==> src/rtl/ascon_pkg.sv <==
// Shared constants for the Ascon-Hash message feeder and the core it drives.
package ascon_pkg;

  localparam int unsigned RATE_BYTES       = 8;
  localparam logic [7:0]  PAD_BYTE_DEFAULT = 8'h80;

  // Core controller state encodings, as reported on core_state
  typedef enum logic [2:0] {
    CORE_INIT    = 3'd0,
    CORE_IDLE    = 3'd1,
    CORE_ABSORB  = 3'd2,
    CORE_PERMUTE = 3'd3,
    CORE_SQUEEZE = 3'd4
  } core_state_t;

  typedef logic [2:0] feeder_state_t;

  localparam feeder_state_t S_COLLECT   = 3'd0;
  localparam feeder_state_t S_PADBLK    = 3'd1;
  localparam feeder_state_t S_WAIT_IDLE = 3'd2;
  localparam feeder_state_t S_OFFER     = 3'd3;
  localparam feeder_state_t S_WAIT_PERM = 3'd4;
  localparam feeder_state_t S_WAIT_HASH = 3'd5;

endpackage

==> src/rtl/ascon_byte_packer.sv <==
// Inserts one host byte into a 64-bit rate block and applies 10* padding on the last byte.
module ascon_byte_packer
  import ascon_pkg::*;
#(
  parameter logic [7:0] PAD_BYTE = PAD_BYTE_DEFAULT
) (
  input  logic [63:0] blk,
  input  logic [2:0]  cnt,
  input  logic [7:0]  data,
  input  logic        last,
  input  logic        empty,
  output logic [63:0] blk_next,
  output logic        done,
  output logic        final_blk,
  output logic        pad_pending
);

  logic [0:7][7:0] lanes;
  logic [3:0]      pos;

  // Lane 0 is the most significant byte, so the first message byte lands in [63:56]
  always_comb begin
    lanes = blk;
    pos   = {1'b0, cnt};
    if (last && empty) begin
      lanes    = '0;
      lanes[0] = PAD_BYTE;
    end else begin
      for (int unsigned i = 0; i < RATE_BYTES; i++) begin
        if (4'(i) == pos) begin
          lanes[3'(i)] = data;
        end else if (last && (4'(i) == pos + 4'd1)) begin
          lanes[3'(i)] = PAD_BYTE;
        end else if (last && (4'(i) > pos + 4'd1)) begin
          lanes[3'(i)] = '0;
        end
      end
    end
    blk_next = lanes;
  end

  // A last byte in lane 7 leaves no room for the marker: a separate padding block follows
  always_comb begin
    done        = last || (cnt == 3'd7);
    final_blk   = last && (empty || (cnt != 3'd7));
    pad_pending = last && !empty && (cnt == 3'd7);
  end

endmodule

==> src/rtl/ascon_msg_feeder.sv <==
// Packs a host byte stream into padded rate blocks and hands them to the Ascon-Hash core.
module ascon_msg_feeder
  import ascon_pkg::*;
#(
  parameter int unsigned WDOG_CYCLES = 1024,
  parameter logic [7:0]  PAD_BYTE    = PAD_BYTE_DEFAULT
) (
  input  logic        clk,
  input  logic        rst_n,
  input  logic        in_valid,
  output logic        in_ready,
  input  logic [7:0]  in_data,
  input  logic        in_last,
  input  logic        in_empty,
  output logic [63:0] blk_data,
  output logic        msg_start,
  output logic        msg_last,
  input  logic        absorb_done,
  input  logic        permutation_done,
  input  logic [2:0]  core_state,
  output logic        msg_done,
  output logic [15:0] blk_count,
  output logic        err
);

  feeder_state_t state, state_nxt;
  logic [2:0]    cnt;
  logic          is_final;
  logic          pad_pending;
  logic [31:0]   wdog;
  logic          waiting;
  logic          wdog_expire;
  logic          accept;
  logic          core_idle;

  logic [63:0]   pk_blk;
  logic          pk_done;
  logic          pk_final;
  logic          pk_pad;

  ascon_byte_packer #(
    .PAD_BYTE(PAD_BYTE)
  ) u_packer (
    .blk        (blk_data),
    .cnt        (cnt),
    .data       (in_data),
    .last       (in_last),
    .empty      (in_empty),
    .blk_next   (pk_blk),
    .done       (pk_done),
    .final_blk  (pk_final),
    .pad_pending(pk_pad)
  );

  always_comb begin
    in_ready    = (state == S_COLLECT);
    accept      = in_valid && in_ready;
    core_idle   = (core_state == CORE_IDLE);
    waiting     = (state == S_WAIT_IDLE) || (state == S_OFFER) ||
                  (state == S_WAIT_PERM) || (state == S_WAIT_HASH);
    wdog_expire = (WDOG_CYCLES != 0) && waiting && (wdog == WDOG_CYCLES - 1);
  end

  always_comb begin
    state_nxt = state;
    case (state)
      S_COLLECT:   if (accept && pk_done) state_nxt = S_WAIT_IDLE;
      S_PADBLK:    state_nxt = S_WAIT_IDLE;
      S_WAIT_IDLE: if (core_idle) state_nxt = S_OFFER;
      S_OFFER:     if (absorb_done) state_nxt = S_WAIT_PERM;
      S_WAIT_PERM: begin
        if (permutation_done) begin
          if (is_final)         state_nxt = S_WAIT_HASH;
          else if (pad_pending) state_nxt = S_PADBLK;
          else                  state_nxt = S_COLLECT;
        end
      end
      S_WAIT_HASH: if (core_idle) state_nxt = S_COLLECT;
      default:     state_nxt = S_COLLECT;
    endcase
    if (wdog_expire) state_nxt = S_COLLECT;
  end

  // Counts cycles spent in the current core-wait state; restarts on every state change
  always_ff @(posedge clk or negedge rst_n) begin
    if (!rst_n) begin
      wdog <= '0;
    end else if ((state_nxt != state) || !waiting || (WDOG_CYCLES == 0)) begin
      wdog <= '0;
    end else begin
      wdog <= wdog + 32'd1;
    end
  end

  always_ff @(posedge clk or negedge rst_n) begin
    if (!rst_n) begin
      state       <= S_COLLECT;
      cnt         <= '0;
      blk_data    <= '0;
      is_final    <= 1'b0;
      pad_pending <= 1'b0;
      msg_start   <= 1'b0;
      msg_last    <= 1'b0;
      msg_done    <= 1'b0;
      blk_count   <= '0;
      err         <= 1'b0;
    end else begin
      state    <= state_nxt;
      msg_done <= 1'b0;
      if (msg_done) blk_count <= '0;

      case (state)
        S_COLLECT: begin
          if (accept) begin
            blk_data <= pk_blk;
            cnt      <= cnt + 3'd1;
            if (pk_done) begin
              is_final    <= pk_final;
              pad_pending <= pk_pad;
            end
          end
        end
        S_PADBLK: begin
          blk_data    <= {PAD_BYTE, 56'h0};
          is_final    <= 1'b1;
          pad_pending <= 1'b0;
        end
        S_WAIT_IDLE: begin
          if (core_idle) begin
            msg_start <= 1'b1;
            msg_last  <= is_final;
          end
        end
        S_OFFER: begin
          if (absorb_done) begin
            msg_start <= 1'b0;
            if (blk_count != '1) blk_count <= blk_count + 16'd1;
          end
        end
        S_WAIT_PERM: begin
          if (permutation_done && !is_final && !pad_pending) begin
            cnt      <= '0;
            blk_data <= '0;
          end
        end
        S_WAIT_HASH: begin
          if (core_idle) begin
            msg_done <= 1'b1;
            msg_last <= 1'b0;
            is_final <= 1'b0;
            cnt      <= '0;
            blk_data <= '0;
          end
        end
        default: ;
      endcase

      // Abort wins over any same-cycle handshake: the partial message is dropped
      if (wdog_expire) begin
        err         <= 1'b1;
        msg_start   <= 1'b0;
        msg_last    <= 1'b0;
        cnt         <= '0;
        blk_data    <= '0;
        is_final    <= 1'b0;
        pad_pending <= 1'b0;
        blk_count   <= '0;
      end
    end
  end

endmodule

==> config.mk <==
export PLATFORM = sky130hd
export DESIGN_NAME = ascon_msg_feeder
export DESIGN_NICKNAME = d
export VERILOG_FILES = /design/src/rtl/ascon_pkg.sv /design/src/rtl/ascon_byte_packer.sv /design/src/rtl/ascon_msg_feeder.sv
export SDC_FILE = /design/constraint.sdc
export NUM_CORES = 1
export LEC_CHECK = 0
export ABC_AREA = 0
export BUFFER_PORTS_ARGS = -buffer_cell sky130_fd_sc_hd__buf_4
export CORE_AREA = 2 2 92 138
export CTS_CLUSTER_SIZE = 10
export DETAILED_ROUTE_END_ITERATION = 12
export DIE_AREA = 0 0 94 140
export PLACE_DENSITY = 0.89
export SLEW_MARGIN = 5
export SYNTH_ARGS = -nofsm -noshare
export SYNTH_HDL_FRONTEND = slang
export SYNTH_HIERARCHICAL = 1
export SYNTH_SLANG_ARGS = --single-unit
export TNS_END_PERCENT = 5
==> constraint.sdc <==
create_clock -name clk -period 3.2 [get_ports clk]
set_input_delay 0.32 -clock clk [delete_from_list [all_inputs] [get_ports clk]]
set_output_delay 0.32 -clock clk [all_outputs]
set_load 0.05 [all_outputs]
; ---- Word level (Yosys, flattened, before mapping)
; Index checks and enable logic that the tools add are counted.
[word_totals]
register_bits = 124
input_bits = 18
word_cells = 194
out_inout_bits = 85
[classes]
n_reduce_logical = 57
n_lt_le_gt_ge = 8
addsub = 4
eq_ne = 39
n_mux = 68
[op_table]
columns = op, n
row1 = 64-bit two-way mux, 5
row2 = 64-bit case mux with 4 select lines, 1
row3 = 8-bit two-way mux, 24
row4 = 16-bit two-way mux, 5
row5 = "6-bit by 1-bit != test with 1-bit output, second input constant", 8
row6 = 5-bit AND reduction, 8
row7 = 3-bit two-way mux, 11
row8 = "32-bit by 1-bit adder with 32-bit output, second input constant", 1
row9 = "32-bit by 10-bit equality test with 1-bit output, second input constant", 1
row10 = 32-bit two-way mux, 1
row11 = 1-bit logical AND, 25
row12 = 3-bit case mux with 6 select lines, 1
row13 = "16-bit by 1-bit adder with 16-bit output, second input constant", 1
row14 = "3-bit by 4-bit equality test with 1-bit output, first input constant", 4
row15 = "3-bit by 4-bit greater-than comparator with 1-bit output, first input constant", 4
row16 = "16-bit != test, second input constant", 1
row17 = 1-bit two-way mux, 15
row18 = "3-bit equality test, first input constant", 4
row19 = "3-bit != test, second input constant", 4
row20 = "3-bit equality test, second input constant", 3
row21 = 3-bit case mux with 3 select lines, 1
row22 = 3-bit AND reduction, 3
row23 = 3-bit nonzero test, 3
row24 = "2-bit by 4-bit equality test with 1-bit output, first input constant", 2
row25 = other kinds (21), 40

; ---- Longest topological paths before layout
; Gate-level depths: netlist (run 1).
[depth]
depth_word = 10
depth_mapped = 10
depth_no_buf = 8

; ---- Modules after synthesis
; The synthesis (run 1) kept the hierarchy.
[modules_own_cells]
columns = mod, seq_area_each_um2, instances, cells_each, area_each_um2
row1 = ascon_msg_feeder, 3103.0, 1, 486, 5452.7
row2 = ascon_byte_packer, 0.0, 1, 208, 1361.3

; ---- Worst setup path after synthesis (run 1)
; No wires, ideal clock.
[synth_path]
kind = reg2reg
start = reg cnt[0]
end = reg wdog[10]
path_buffers = 2
arrival_ps = 2274
path_stages_with_launch = 11
slack_ps = 854
synth_period_minus_slack_ps = 2346
required_ps = 3128
setup_ps = 72
path_cell_list = dfrtp_1 > ha_1 > ha_1 > or2_2 > and2_1 > clkbuf_1 > a2bb2oi_1 > o211ai_1 > nand4_1 > buf_2 > nor2_1
[synth_between]
elab_chain_cells = 9
[synth_rtl]
columns = element, line_no
row1 = "start, declared", ascon_msg_feeder.sv:27  ; logic [2:0] cnt;
row2 = "start signal, assigned", ascon_msg_feeder.sv:116  ; cnt <= cnt + 3'd1;
row3 = 3-bit equality test, ascon_byte_packer.sv:44  ; done = last || (cnt == 3'd7);
row4 = 1-bit logical OR, ascon_byte_packer.sv:44
row5 = via pk_done, ascon_msg_feeder.sv:37  ; logic pk_done;
row6 = 1-bit logical AND, ascon_msg_feeder.sv:67  ; S_COLLECT: if (accept && pk_done) state_nxt = S_WAIT_IDLE;
row7 = 3-bit two-way mux, ascon_msg_feeder.sv:67
row8 = 3-bit case mux with 6 select lines, ascon_msg_feeder.sv:66  ; case (state)
row9 = 3-bit two-way mux, ascon_msg_feeder.sv:81  ; if (wdog_expire) state_nxt = S_COLLECT;
row10 = 3-bit != test, ascon_msg_feeder.sv:88  ; end else if ((state_nxt != state) || !waiting || (WDOG_CYCLES == 0)) begin
row11 = 1-bit logical OR, ascon_msg_feeder.sv:88
row12 = 32-bit two-way mux, ascon_msg_feeder.sv:88
row13 = "end signal, assigned", ascon_msg_feeder.sv:91  ; wdog <= wdog + 32'd1;
row14 = "end, declared", ascon_msg_feeder.sv:30  ; logic [31:0] wdog;
; The timed path passes the listed nets, and every way through them passes these cells.
; A chain may end at the register's enable or synchronous reset.

; ---- Final worst setup path (run 1)
[layout_path]
start = reg wdog[25]
end = reg blk_data[26]
[layout_between]
elab_chain_cells = 4
elab_cells_between_ends = 9
cone_classes = 5 x eq/ne / 1 x mux / 3 x reduce/logical
[layout_rtl]
columns = element, line_no
row1 = 32-bit by 10-bit equality test with 1-bit output *, ascon_msg_feeder.sv:61  ; wdog_expire = (WDOG_CYCLES != 0) && waiting && (wdog == WDOG_CYCLES - 1);
row2 = 1-bit logical AND *, ascon_msg_feeder.sv:61
row3 = "6-bit by 1-bit != test with 1-bit output (no line), or another cell as far along", --
row4 = 5-bit AND reduction (no line), --
row5 = "end signal, assigned", ascon_msg_feeder.sv:115  ; blk_data <= pk_blk;
row6 = "end signal, assigned", ascon_msg_feeder.sv:124  ; blk_data <= {PAD_BYTE, 56'h0};
row7 = "end, declared", ascon_msg_feeder.sv:15  ; output logic [63:0] blk_data,
; Mark *: on every way between the ends. The rest lies on a longest branch, timed or not.

==> flow_metrics.py, run 1 <==
metrics = {
    "run_status": {
        "status": "completed",
    },
    "pwr": {
        "leakage_nw": 3.719,
        "vdd_ir_drop_max_uv": 582.9,
        "powerDensity_nw_per_um2": 1053,
    },
    "timing": {
        "skew_ns": 0.005817,
        "relSlewSlack_pct": 20.29,
        "hold_viol": 0,
        "fmax_ghz": 0.3636,
        "finalSetupViolCount": 0,
        "tightest_slew_ns": 1.196,
        "fin_crit_sh_pct": 85.96,
        "fin_ws_ns": 0.4494,
        "tns_ns": 0,
        "rsz0062_at_grt": "no",
        "min_period_ns": 2.751,
        "slew_viol_final": 0,
    },
    "clock_tree": {
        "post_cts_resized": 0,
        "clk_pin_slew_ns": 0.05,
        "numCtsBuffers": 17,
        "max-clock-path-buffers": 2,
        "cts.sinks": 124,
        "clockRootBuffer": "clkbuf_16",
        "clk_latency_ns": 0.41,
        "cts_max_level": 4,
        "hold_buffers": 0,
        "post_cts.repair.setup_buffers": 0,
        "cts_tree": "yes",
    },
    "floorplanning": {
        "core_area_um2": 11960,
        "ioPinCount": 103,
        "die_area_um2": 13160,
        "die_y_um": 140,
        "start_util_pct": 57.00,
        "core.rowCount": 49,
        "die_x_um": 94,
    },
    "cells_and_area": {
        "syn2layout_area_growth_pct": 20.14,
        "layout_common_cells": "dfrtp_1, buf_4, nor2_1, a22o_1, nand2_1",
        "fin_cells": 940,
        "final_common_cell": "dfrtp_1",
        "finish.net_count": 803,
        "drive_gt1_share_pct": 20.71,
        "diodes": 0,
    },
    "critical_path": {
        "path_class": "flip-flop to flip-flop",
        "r2r-start": "wdog[25]$_DFF_PN0_",
        "crit_end": "blk_data[26]$_DFFE_PN0P_",
        "cp.required_ns": 3.49,
        "crit_chain": "or4_1 > a211o_1 > or3_4 > a21o_2 > a22o_1",
        "cp_data_arrival_time_ns": 3.04,
        "endpoint_kind": "flip-flop",
        "worstPathMaxFanout": 64,
        "crit_buf_inv": 0,
        "r2r_slack_ns": 0.45,
        "cp_top_family": "compound AO/OA/AOI/OAI gates",
        "crit_start": "wdog[25]$_DFF_PN0_",
        "r2r_cells": 5,
        "critPathSlowestCell": "a21o_2",
        "critPathMaxStageDelay_ns": 0.58,
        "r2r-end": "blk_data[26]$_DFFE_PN0P_",
        "crit_cells": 5,
        "worstSetupStartpointType": "flip-flop",
    },
    "placement": {
        "io_buffers": 102,
        "gp_congestion": 0.9408,
        "hpwl_um": 11960,
        "dp_slack_ns": 0.4859,
        "placed_cells": 909,
    },
    "job": {
        "maxCapViolCount": 0,
    },
    "synth": {
        "ys_types": 70,
        "syn_area_per_cell_um2": 9.818,
        "synth_edf_count": 0,
        "ys_async_sr_fraction_pct": 100.0,
        "synth_area_um2": 6814,
        "yosysWarnings": 6,
        "syn_nets": 722,
        "ys.flop_type": "dfrtp_1",
        "syn_inst": 694,
        "synth-seq-area-share_pct": 45.54,
        "yosys.area.top_type_share_pct": 45.54,
        "synth-seq-cells": 124,
        "synth_top_cell_by_area": "dfrtp_1",
        "synthTopCellsByArea": "dfrtp_1, a22o_1, a32o_1",
    },
    "min_path": {
        "hold_class": "input pin to asynchronous set/reset pin",
    },
    "global_route": {
        "grt_usage_pct": 27.32,
        "grt_pass1_wl_um": 28720,
        "grt_max_degree": 86,
        "grt_overflow_total": 0,
        "grt_pass1_vias": 5939,
        "antenna_found_initial": 0,
    },
    "routing": {
        "avgViaCountPerCell": 6.531,
        "wl_per_cell_um": 19.19,
        "wl_um": 18030,
        "drtIter0Drc": 587,
        "ant_nets": 0,
        "drc": 0,
        "drt_first_pass_iters": 7,
        "via_count": 6139,
    },
}
where the power goes:
group | switching (mW) | internal, mW
Combinational | 2.88 | 1.39
Clock | 0.655 | 1.22
Sequential | 0.483 | 1.99
worst min path at each step:
stage,start,end,slack [ns]
finish,rst_n,blk_data[36]$_DFFE_PN0P_,0.10
CTS,rst_n,blk_data[35]$_DFFE_PN0P_,0.14
global route,rst_n,blk_data[35]$_DFFE_PN0P_,0.21
global placement,wdog[0]$_DFF_PN0_,wdog[0]$_DFF_PN0_,0.46
floorplan,rst_n,blk_count[0]$_DFF_PN0_,0.02
detailed placement,wdog[0]$_DFF_PN0_,wdog[0]$_DFF_PN0_,0.48
synthesized netlist by cell type (4+ instances only):
library cell and count:
and4_1 5, buf_6 8, xor2_1 14, nand3b_1 7
nor2b_1 4, xnor2_1 28, clkbuf_1 21, dfrtp_1 124
a21oi_1 33, nand2_1 56, ha_1 10, nor4_1 6
inv_1 15, a32o_1 36, o21ai_0 20, buf_2 12
nand2b_1 4, nor2_1 69, and2_1 5, buf_1 9
nand3_1 29, nand4_1 16, and3_1 8, a211oi_1 6
nor3_1 17, a22o_1 66
layout make-up:
class,count,area [µm²]
Tap cell,153,191.4
Timing Repair Buffer,114,868.3
Fill cell,878,3769
Sequential cell,124,3103
Inverter,15,56.30
Clock inverter,7,87.58
Multi-Input combinational cell,503,3388
Clock buffer,24,491.7
layer usage:
metal	track usage [%]	vias to the layer above	routed length, µm
met5	0	-	0
met1	32.61	3025	6780
li1	-	2746	-
met4	14.49	0	673
met3	6.079	65	1164
met2	45.53	303	9416
kinds of logic after synthesis:
logic type      count (synthesis)  share of synthesized area (%)
compound gates                196                          22.84
fa+ha+maj                      10                          1.836
buf+inv                        67                          4.866
xor+xnor                       42                          5.399
flops                         124                          45.54
simple gates                  249                          18.58
mux                             6                         0.9364
sequential cells by signal, indices dropped and copies added, names as in the netlist:
signal	flops
wdog	32
msg_last	1
blk_count	16
msg_done	1
cnt	3
pad_pending	1
msg_start	1
blk_data	64
is_final	1
err	1
state	3
stage by stage:
step	power [mW]	utilization [%]	hold slack, ns	instance area (µm²)
after floorplan	5.584	-	0.02441	6814
after CTS	8.604	68.48	0.1426	8187
after global routing	9.023	68.48	0.2064	8187
after global placement	6.554	63.63	0.4598	7607
after detailed placement	6.698	63.63	0.4838	7607
final	8.621	68.48	0.1004	8187
(Power assumes the default switching activity.)
==> run 2: changes to the inputs <==
--- a/config.mk
+++ b/config.mk
@@ -7,14 +7,15 @@
 export LEC_CHECK = 0
 export ABC_AREA = 0
 export BUFFER_PORTS_ARGS = -buffer_cell sky130_fd_sc_hd__buf_4
-export CORE_AREA = 2 2 92 138
+export CAP_MARGIN = 20
+export CORE_AREA = 2 2 91 137
 export CTS_CLUSTER_SIZE = 10
 export DETAILED_ROUTE_END_ITERATION = 12
-export DIE_AREA = 0 0 94 140
-export PLACE_DENSITY = 0.89
+export DIE_AREA = 0 0 93 139
+export PLACE_DENSITY = 0.88
+export REMOVE_ABC_BUFFERS = 1
 export SLEW_MARGIN = 5
 export SYNTH_ARGS = -nofsm -noshare
 export SYNTH_HDL_FRONTEND = slang
-export SYNTH_HIERARCHICAL = 1
 export SYNTH_SLANG_ARGS = --single-unit
 export TNS_END_PERCENT = 5
==> run 2 against run 1 <==
- non-clock buffer count is 4 lower
- maximum frequency is 5.9% higher
- critical path type unchanged
- critical endpoint is now blk_data[41]$_DFFE_PN0P_
- routed wire length is 6.4% lower
==> flow_metrics.py, run 2 <==
metrics = {
    "clock_tree": {
        "cts_max_level": 4,
        "post_cts.repair.setup_buffers": 0,
        "hold_buffers": 0,
        "cts_tree": "yes",
        "max-clock-path-buffers": 2,
        "post_cts_resized": 0,
        "clk_latency_ns": 0.42,
        "numCtsBuffers": 17,
        "cts.sinks": 124,
        "clockRootBuffer": "clkbuf_16",
        "clk_pin_slew_ns": 0.05,
    },
    "cells_and_area": {
        "final_util_pct": 68.46,
        "regMostFlops": "blk_data",
        "largest_register_ffs": 64,
        "layout_common_cells": "dfrtp_1, buf_4, and3_1, nor2_1, mux2_2",
        "syn2layout_area_growth_pct": 22.85,
        "final_common_cell": "dfrtp_1",
        "diodes": 0,
        "drive_gt1_share_pct": 30.37,
        "finish.net_count": 745,
        "reg_top3": "blk_data x64, wdog x32, blk_count x16",
    },
    "pwr": {
        "finalPower_mw": 6.476,
        "vdd_ir_drop_max_uv": 513.4,
        "p_comb_share_pct": 39.2,
        "seqPwrFrac_pct": 31.6,
        "switching_power_mw": 2.584,
        "p_int_mw": 3.892,
        "pwr-share-clk_pct": 29.2,
        "switching_share_pct": 39.90,
        "leakage_nw": 4.036,
        "powerDensity_nw_per_um2": 803.6,
    },
    "timing": {
        "finalSetupViolCount": 0,
        "fin_crit_sh_pct": 81.15,
        "slew_viol_final": 0,
        "fmax_ghz": 0.3851,
        "tightest_slew_ns": 0.9216,
        "hold_viol": 0,
        "rsz0062_at_grt": "no",
        "fin_ws_ns": 0.6031,
        "tns_ns": 0,
        "relSlewSlack_pct": 38.56,
        "min_period_ns": 2.597,
        "skew_ns": 0.006242,
    },
    "placement": {
        "dp_slack_ns": 0.5589,
        "hpwl_um": 11390,
        "gp_congestion": 0.9143,
        "io_buffers": 102,
    },
    "floorplanning": {
        "core_area_um2": 11770,
        "core.rowCount": 49,
        "ioPinCount": 103,
        "die_x_um": 93,
        "start_util_pct": 55.73,
        "die_area_um2": 12930,
        "die_y_um": 139,
    },
    "critical_path": {
        "worstPathMaxFanout": 8,
        "path_class": "flip-flop to flip-flop",
        "cp_data_arrival_time_ns": 2.89,
        "r2r_slack_ns": 0.60,
        "worstSetupStartpointType": "flip-flop",
        "r2r-end": "blk_data[41]$_DFFE_PN0P_",
        "crit_end": "blk_data[41]$_DFFE_PN0P_",
        "r2r-start": "cnt[0]$_DFFE_PN0P_",
        "crit_start": "cnt[0]$_DFFE_PN0P_",
        "r2r_cells": 6,
        "endpoint_kind": "flip-flop",
        "cp.required_ns": 3.50,
    },
    "routing": {
        "avgViaCountPerCell": 6.167,
        "wl_per_cell_um": 19.09,
        "drc": 0,
        "drt_first_pass_iters": 5,
        "via_count": 5452,
        "drtIter0Drc": 412,
        "wl_um": 16870,
        "ant_nets": 0,
    },
    "run_status": {
        "status": "completed",
    },
    "synth": {
        "synth.cells.most_frequent": "dfrtp_1, and3_1, mux2_2, nor2_1, nand2_1",
        "synth_area_um2": 6560,
        "synthTopCellsByArea": "dfrtp_1, mux2_2, and3_1",
        "yosys.area.top_type_share_pct": 47.30,
        "syn_area_per_cell_um2": 10.53,
        "post-synth-top-count-cell": "dfrtp_1",
        "synth_edf_count": 0,
        "synth-seq-cells": 124,
        "syn_inst": 623,
        "synth_top_cell_by_area": "dfrtp_1",
        "ys_async_sr_fraction_pct": 100.0,
        "ys_types": 59,
        "yosysWarnings": 0,
        "ys.flop_type": "dfrtp_1",
        "synth-seq-area-share_pct": 47.30,
    },
    "global_route": {
        "grt_overflow_total": 0,
        "grt_pass1_wl_um": 27460,
        "grt_pass1_vias": 5488,
        "grt_max_degree": 72,
        "grt_usage_pct": 26.87,
        "antenna_found_initial": 0,
    },
    "min_path": {
        "hold_class": "input pin to asynchronous set/reset pin",
    },
    "job": {
        "maxCapViolCount": 0,
    },
}
## run 2: changes by cell type in the layout (fill, tap and decap cells not counted), moves of 6 or more
cell,change
a32o_1,-36
and3_1,+56
nand3_1,-6
a21oi_4,+6
mux2_2,+59
a21oi_1,-21
a22o_1,-66
nand2_1,-26
nor2_1,-6
o21ai_0,-9
nor4_1,+6
## run 2: worst max-delay path, stage by stage (launching register included)
cell      delay [ns]
dfrtp_1         0.47
ha_1            0.32
ha_1            0.43
and3_1          0.40
a211oi_1        0.17
a21oi_4         0.30
mux2_2          0.38
## run 2: stage by stage
| step | hold slack, ns | cell area (µm²) | std cells |
|---|---|---|---|
| finish | 0.04442 | 8059 | 884 |
| global route | 0.1191 | 8059 | 884 |
| CTS | 0.07228 | 8039 | 883 |
| detailed placement | 0.4614 | 7451 | 851 |
| global placement | 0.4533 | 7451 | 851 |
| floorplan | 0.02441 | 6414 | 589 |
## run 2: worst min-delay path by stage
| stage | to | cells past startpoint | slack (ns) | from |
|---|---|---|---|---|
| global route | blk_data[17]$_DFFE_PN0P_ | 1 | 0.12 | rst_n |
| global placement | err$_DFFE_PN0N_ | 1 | 0.45 | err$_DFFE_PN0N_ |
| CTS | blk_data[17]$_DFFE_PN0P_ | 1 | 0.07 | rst_n |
| finish | blk_data[17]$_DFFE_PN0P_ | 1 | 0.04 | rst_n |
| detailed placement | err$_DFFE_PN0N_ | 1 | 0.46 | err$_DFFE_PN0N_ |
| floorplan | blk_count[0]$_DFF_PN0_ | 0 | 0.02 | rst_n |
## run 2: layer usage
metal	up-vias	share of wire [%]	wire [µm]	track usage, %
li1	2426	-	-	-
met1	2690	38	6462	30.89
met2	248	52	8732	46.64
met3	88	5.2	883	5.598
met4	0	4.7	796	13.70
met5	-	0	0	0
## run 2: power by group through the flow
| stage | Clock, mW | Combinational, mW | Sequential (mW) |
|---|---|---|---|
| global route | 1.98 | 2.69 | 2.07 |
| detailed placement | 0 | 2.50 | 2.06 |
| finish | 1.89 | 2.54 | 2.05 |
| floorplan | 0 | 1.06 | 2.74 |
| CTS | 1.91 | 2.52 | 2.04 |
| global placement | 0 | 2.43 | 2.05 |
## run 2: cell families (layout without fill, tap and decap cells)
| logic type | after synthesis | after routing | synth area share, % |
|---|---|---|---|
| fa+ha+maj | 9 | 9 | 1.717 |
| simple gates | 267 | 267 | 22.60 |
| xor+xnor | 41 | 41 | 5.474 |
| flops | 124 | 124 | 47.30 |
| compound gates | 67 | 67 | 8.430 |
| mux | 67 | 67 | 11.44 |
| buf+inv | 48 | 156 | 3.033 |
## run 2: area by class of cell
cell class	count	area, µm²
inverters	14	52.55
clock inverters	11	117.6
multi-input cells	451	3273
fillers	859	3712
flip-flops and latches	124	3103
repair buffers	110	850.8
well taps	153	191.4
clock buffers	21	470.5
==> run 3: changes to the inputs <==
==> constraint.sdc (replaced) <==
create_clock -name clk -period 2.65 [get_ports clk]
set_input_delay 0.265 -clock clk [delete_from_list [all_inputs] [get_ports clk]]
set_output_delay 0.265 -clock clk [all_outputs]
set_load 0.05 [all_outputs]
==> run 3 against run 2 <==
- global-route usage is 1.8 points higher
- routed wire length rose by 6.2%
- combinational power is 25% higher
- core utilization rose by 1.3 points
- via count grew 1.3%
- cell count increased by 1.0%
- clock skew increased by 0.0034 ns
- worst setup slack got worse by 0.49 ns
- critical endpoint is now blk_data[57]$_DFFE_PN0P_
- total power up 27%
- non-clock buffer count increased by 11
- largest power group unchanged
- highest routed layer unchanged
- first-iteration DRC count up 7.3%
- maximum frequency is 2.4% higher
- critical path type unchanged
==> flow_metrics.py, run 3 (synthesis gave the netlist of run 2 again) <==
metrics = {
    "cells_and_area": {
        "reg_top3": "blk_data x64, wdog x32, blk_count x16",
        "diodes": 0,
        "syn2layout_area_growth_pct": 25.27,
        "final_util_pct": 69.81,
        "fin_cells": 893,
        "final_area_um2": 8218,
        "nFillCells": 803,
        "largest_register_ffs": 64,
        "finish.net_count": 756,
        "final_common_cell": "dfrtp_1",
        "regMostFlops": "blk_data",
        "layout_common_cells": "dfrtp_1, buf_4, and3_1, nor2_1, mux2_2",
        "drive_gt1_share_pct": 30.81,
    },
    "floorplanning": {
        "start_util_pct": 55.73,
        "core_area_um2": 11770,
        "ioPinCount": 103,
        "die_area_um2": 12930,
        "core.rowCount": 49,
        "die_x_um": 93,
        "die_y_um": 139,
    },
    "clock_tree": {
        "max-clock-path-buffers": 2,
        "numCtsBuffers": 17,
        "post_cts.repair.setup_buffers": 0,
        "hold_buffers": 1,
        "cts_max_level": 4,
        "clockRootBuffer": "clkbuf_16",
        "post_cts_resized": 0,
        "cts_tree": "yes",
        "clk_pin_slew_ns": 0.05,
        "clk_latency_ns": 0.43,
        "cts.sinks": 124,
    },
    "critical_path": {
        "cp_common_cell": "ha_1",
        "crit_chain": "ha_1 > ha_1 > and3_1 > a211oi_1 > a21oi_4 > mux2_2",
        "r2r-start": "cnt[0]$_DFFE_PN0P_",
        "crit_buf_inv": 0,
        "critPathSlowestCell": "dfrtp_1",
        "r2r-end": "blk_data[57]$_DFFE_PN0P_",
        "worstSetupStartpointType": "flip-flop",
        "cp_data_arrival_time_ns": 2.85,
        "r2r_slack_ns": 0.11,
        "path_class": "flip-flop to flip-flop",
        "endpoint_kind": "flip-flop",
        "crit_end": "blk_data[57]$_DFFE_PN0P_",
        "r2r_cells": 6,
        "cp_top_family": "adder cells",
        "critPathMaxStageDelay_ns": 0.46,
        "crit_cells": 6,
        "cp.required_ns": 2.96,
        "worstPathMaxFanout": 8,
        "crit_start": "cnt[0]$_DFFE_PN0P_",
    },
    "timing": {
        "relSlewSlack_pct": 45.46,
        "fin_crit_sh_pct": 95.74,
        "fmax_ghz": 0.3941,
        "tightest_slew_ns": 0.8096,
        "worst_hold_slack_ns": 0.2145,
        "fin_ws_ns": 0.1129,
        "tns_ns": 0,
        "skew_ns": 0.009608,
        "hold_viol": 0,
        "slew_viol_final": 0,
        "rsz0062_at_grt": "no",
        "finalSetupViolCount": 0,
        "min_period_ns": 2.537,
    },
    "global_route": {
        "antenna_found_initial": 0,
        "grt_usage_pct": 28.65,
        "grt_max_degree": 65,
        "grt_pass1_vias": 5781,
        "grt_overflow_total": 0,
        "grt_pass1_wl_um": 29190,
    },
    "placement": {
        "hpwl_um": 11900,
        "place_area_um2": 7538,
        "placed_cells": 861,
        "gp_congestion": 0.9176,
        "io_buffers": 102,
        "dp_slack_ns": 0.1813,
    },
    "job": {
        "maxCapViolCount": 0,
    },
    "pwr": {
        "leakage_nw": 4.118,
        "powerDensity_nw_per_um2": 1000,
        "vdd_ir_drop_max_uv": 718.9,
        "finalPower_mw": 8.220,
    },
    "routing": {
        "ant_nets": 0,
        "drtIter0Drc": 442,
        "via_count": 5521,
        "avgViaCountPerCell": 6.183,
        "drt_first_pass_iters": 7,
        "wl_um": 17920,
        "drc": 0,
        "wl_per_cell_um": 20.07,
    },
    "run_status": {
        "status": "completed",
    },
    "min_path": {
        "whs_path_depth": 3,
        "hold_class": "input pin to flip-flop",
    },
}
## run 3: cell type report
| cell class | count | area (µm²) | share of cell area [%] |
|---|---|---|---|
| Multi-Input combinational cell | 451 | 3273 | 39.83 |
| Sequential cell | 124 | 3103 | 37.76 |
| Timing Repair Buffer | 121 | 948.4 | 11.54 |
| Clock buffer | 24 | 491.7 | 5.984 |
| Tap cell | 153 | 191.4 | 2.329 |
| Clock inverter | 6 | 157.7 | 1.918 |
| Inverter | 14 | 52.55 | 0.6395 |
## run 3: worst min-delay path by stage
stage,to,start,slack (ns)
2_1_floorplan,blk_count[0]$_DFF_PN0_,rst_n,-0.03
3_3_place_gp,blk_data[17]$_DFFE_PN0P_,rst_n,0.15
3_5_place_dp,blk_data[17]$_DFFE_PN0P_,rst_n,0.15
4_1_cts,cnt[0]$_DFFE_PN0P_,in_valid,0.20
5_1_grt,cnt[2]$_DFFE_PN0P_,in_valid,0.24
6_report,cnt[0]$_DFFE_PN0P_,in_valid,0.21
## run 3: where the power goes
group / internal [mW] / leakage (nW) / switching (mW)
logic: 1.09 / 2.10 / 2.07
registers: 2.20 / 1.70 / 0.280
clock network: 1.76 / 0.313 / 0.817
total: 5.05 / 4.12 / 3.17
## run 3: routing by layer
layer	vias up	GRT usage (%)	share of wire (%)
met5	-	0	0
met4	0	15.48	4.1
met3	67	5.707	5.5
met2	272	50.11	53
met1	2737	32.32	38
li1	2445	-	-
## run 3: worst min-delay path, stage by stage
cell and delay [ns]:
buf_4 0.13, nand2_1 0.11, mux2i_1 0.09
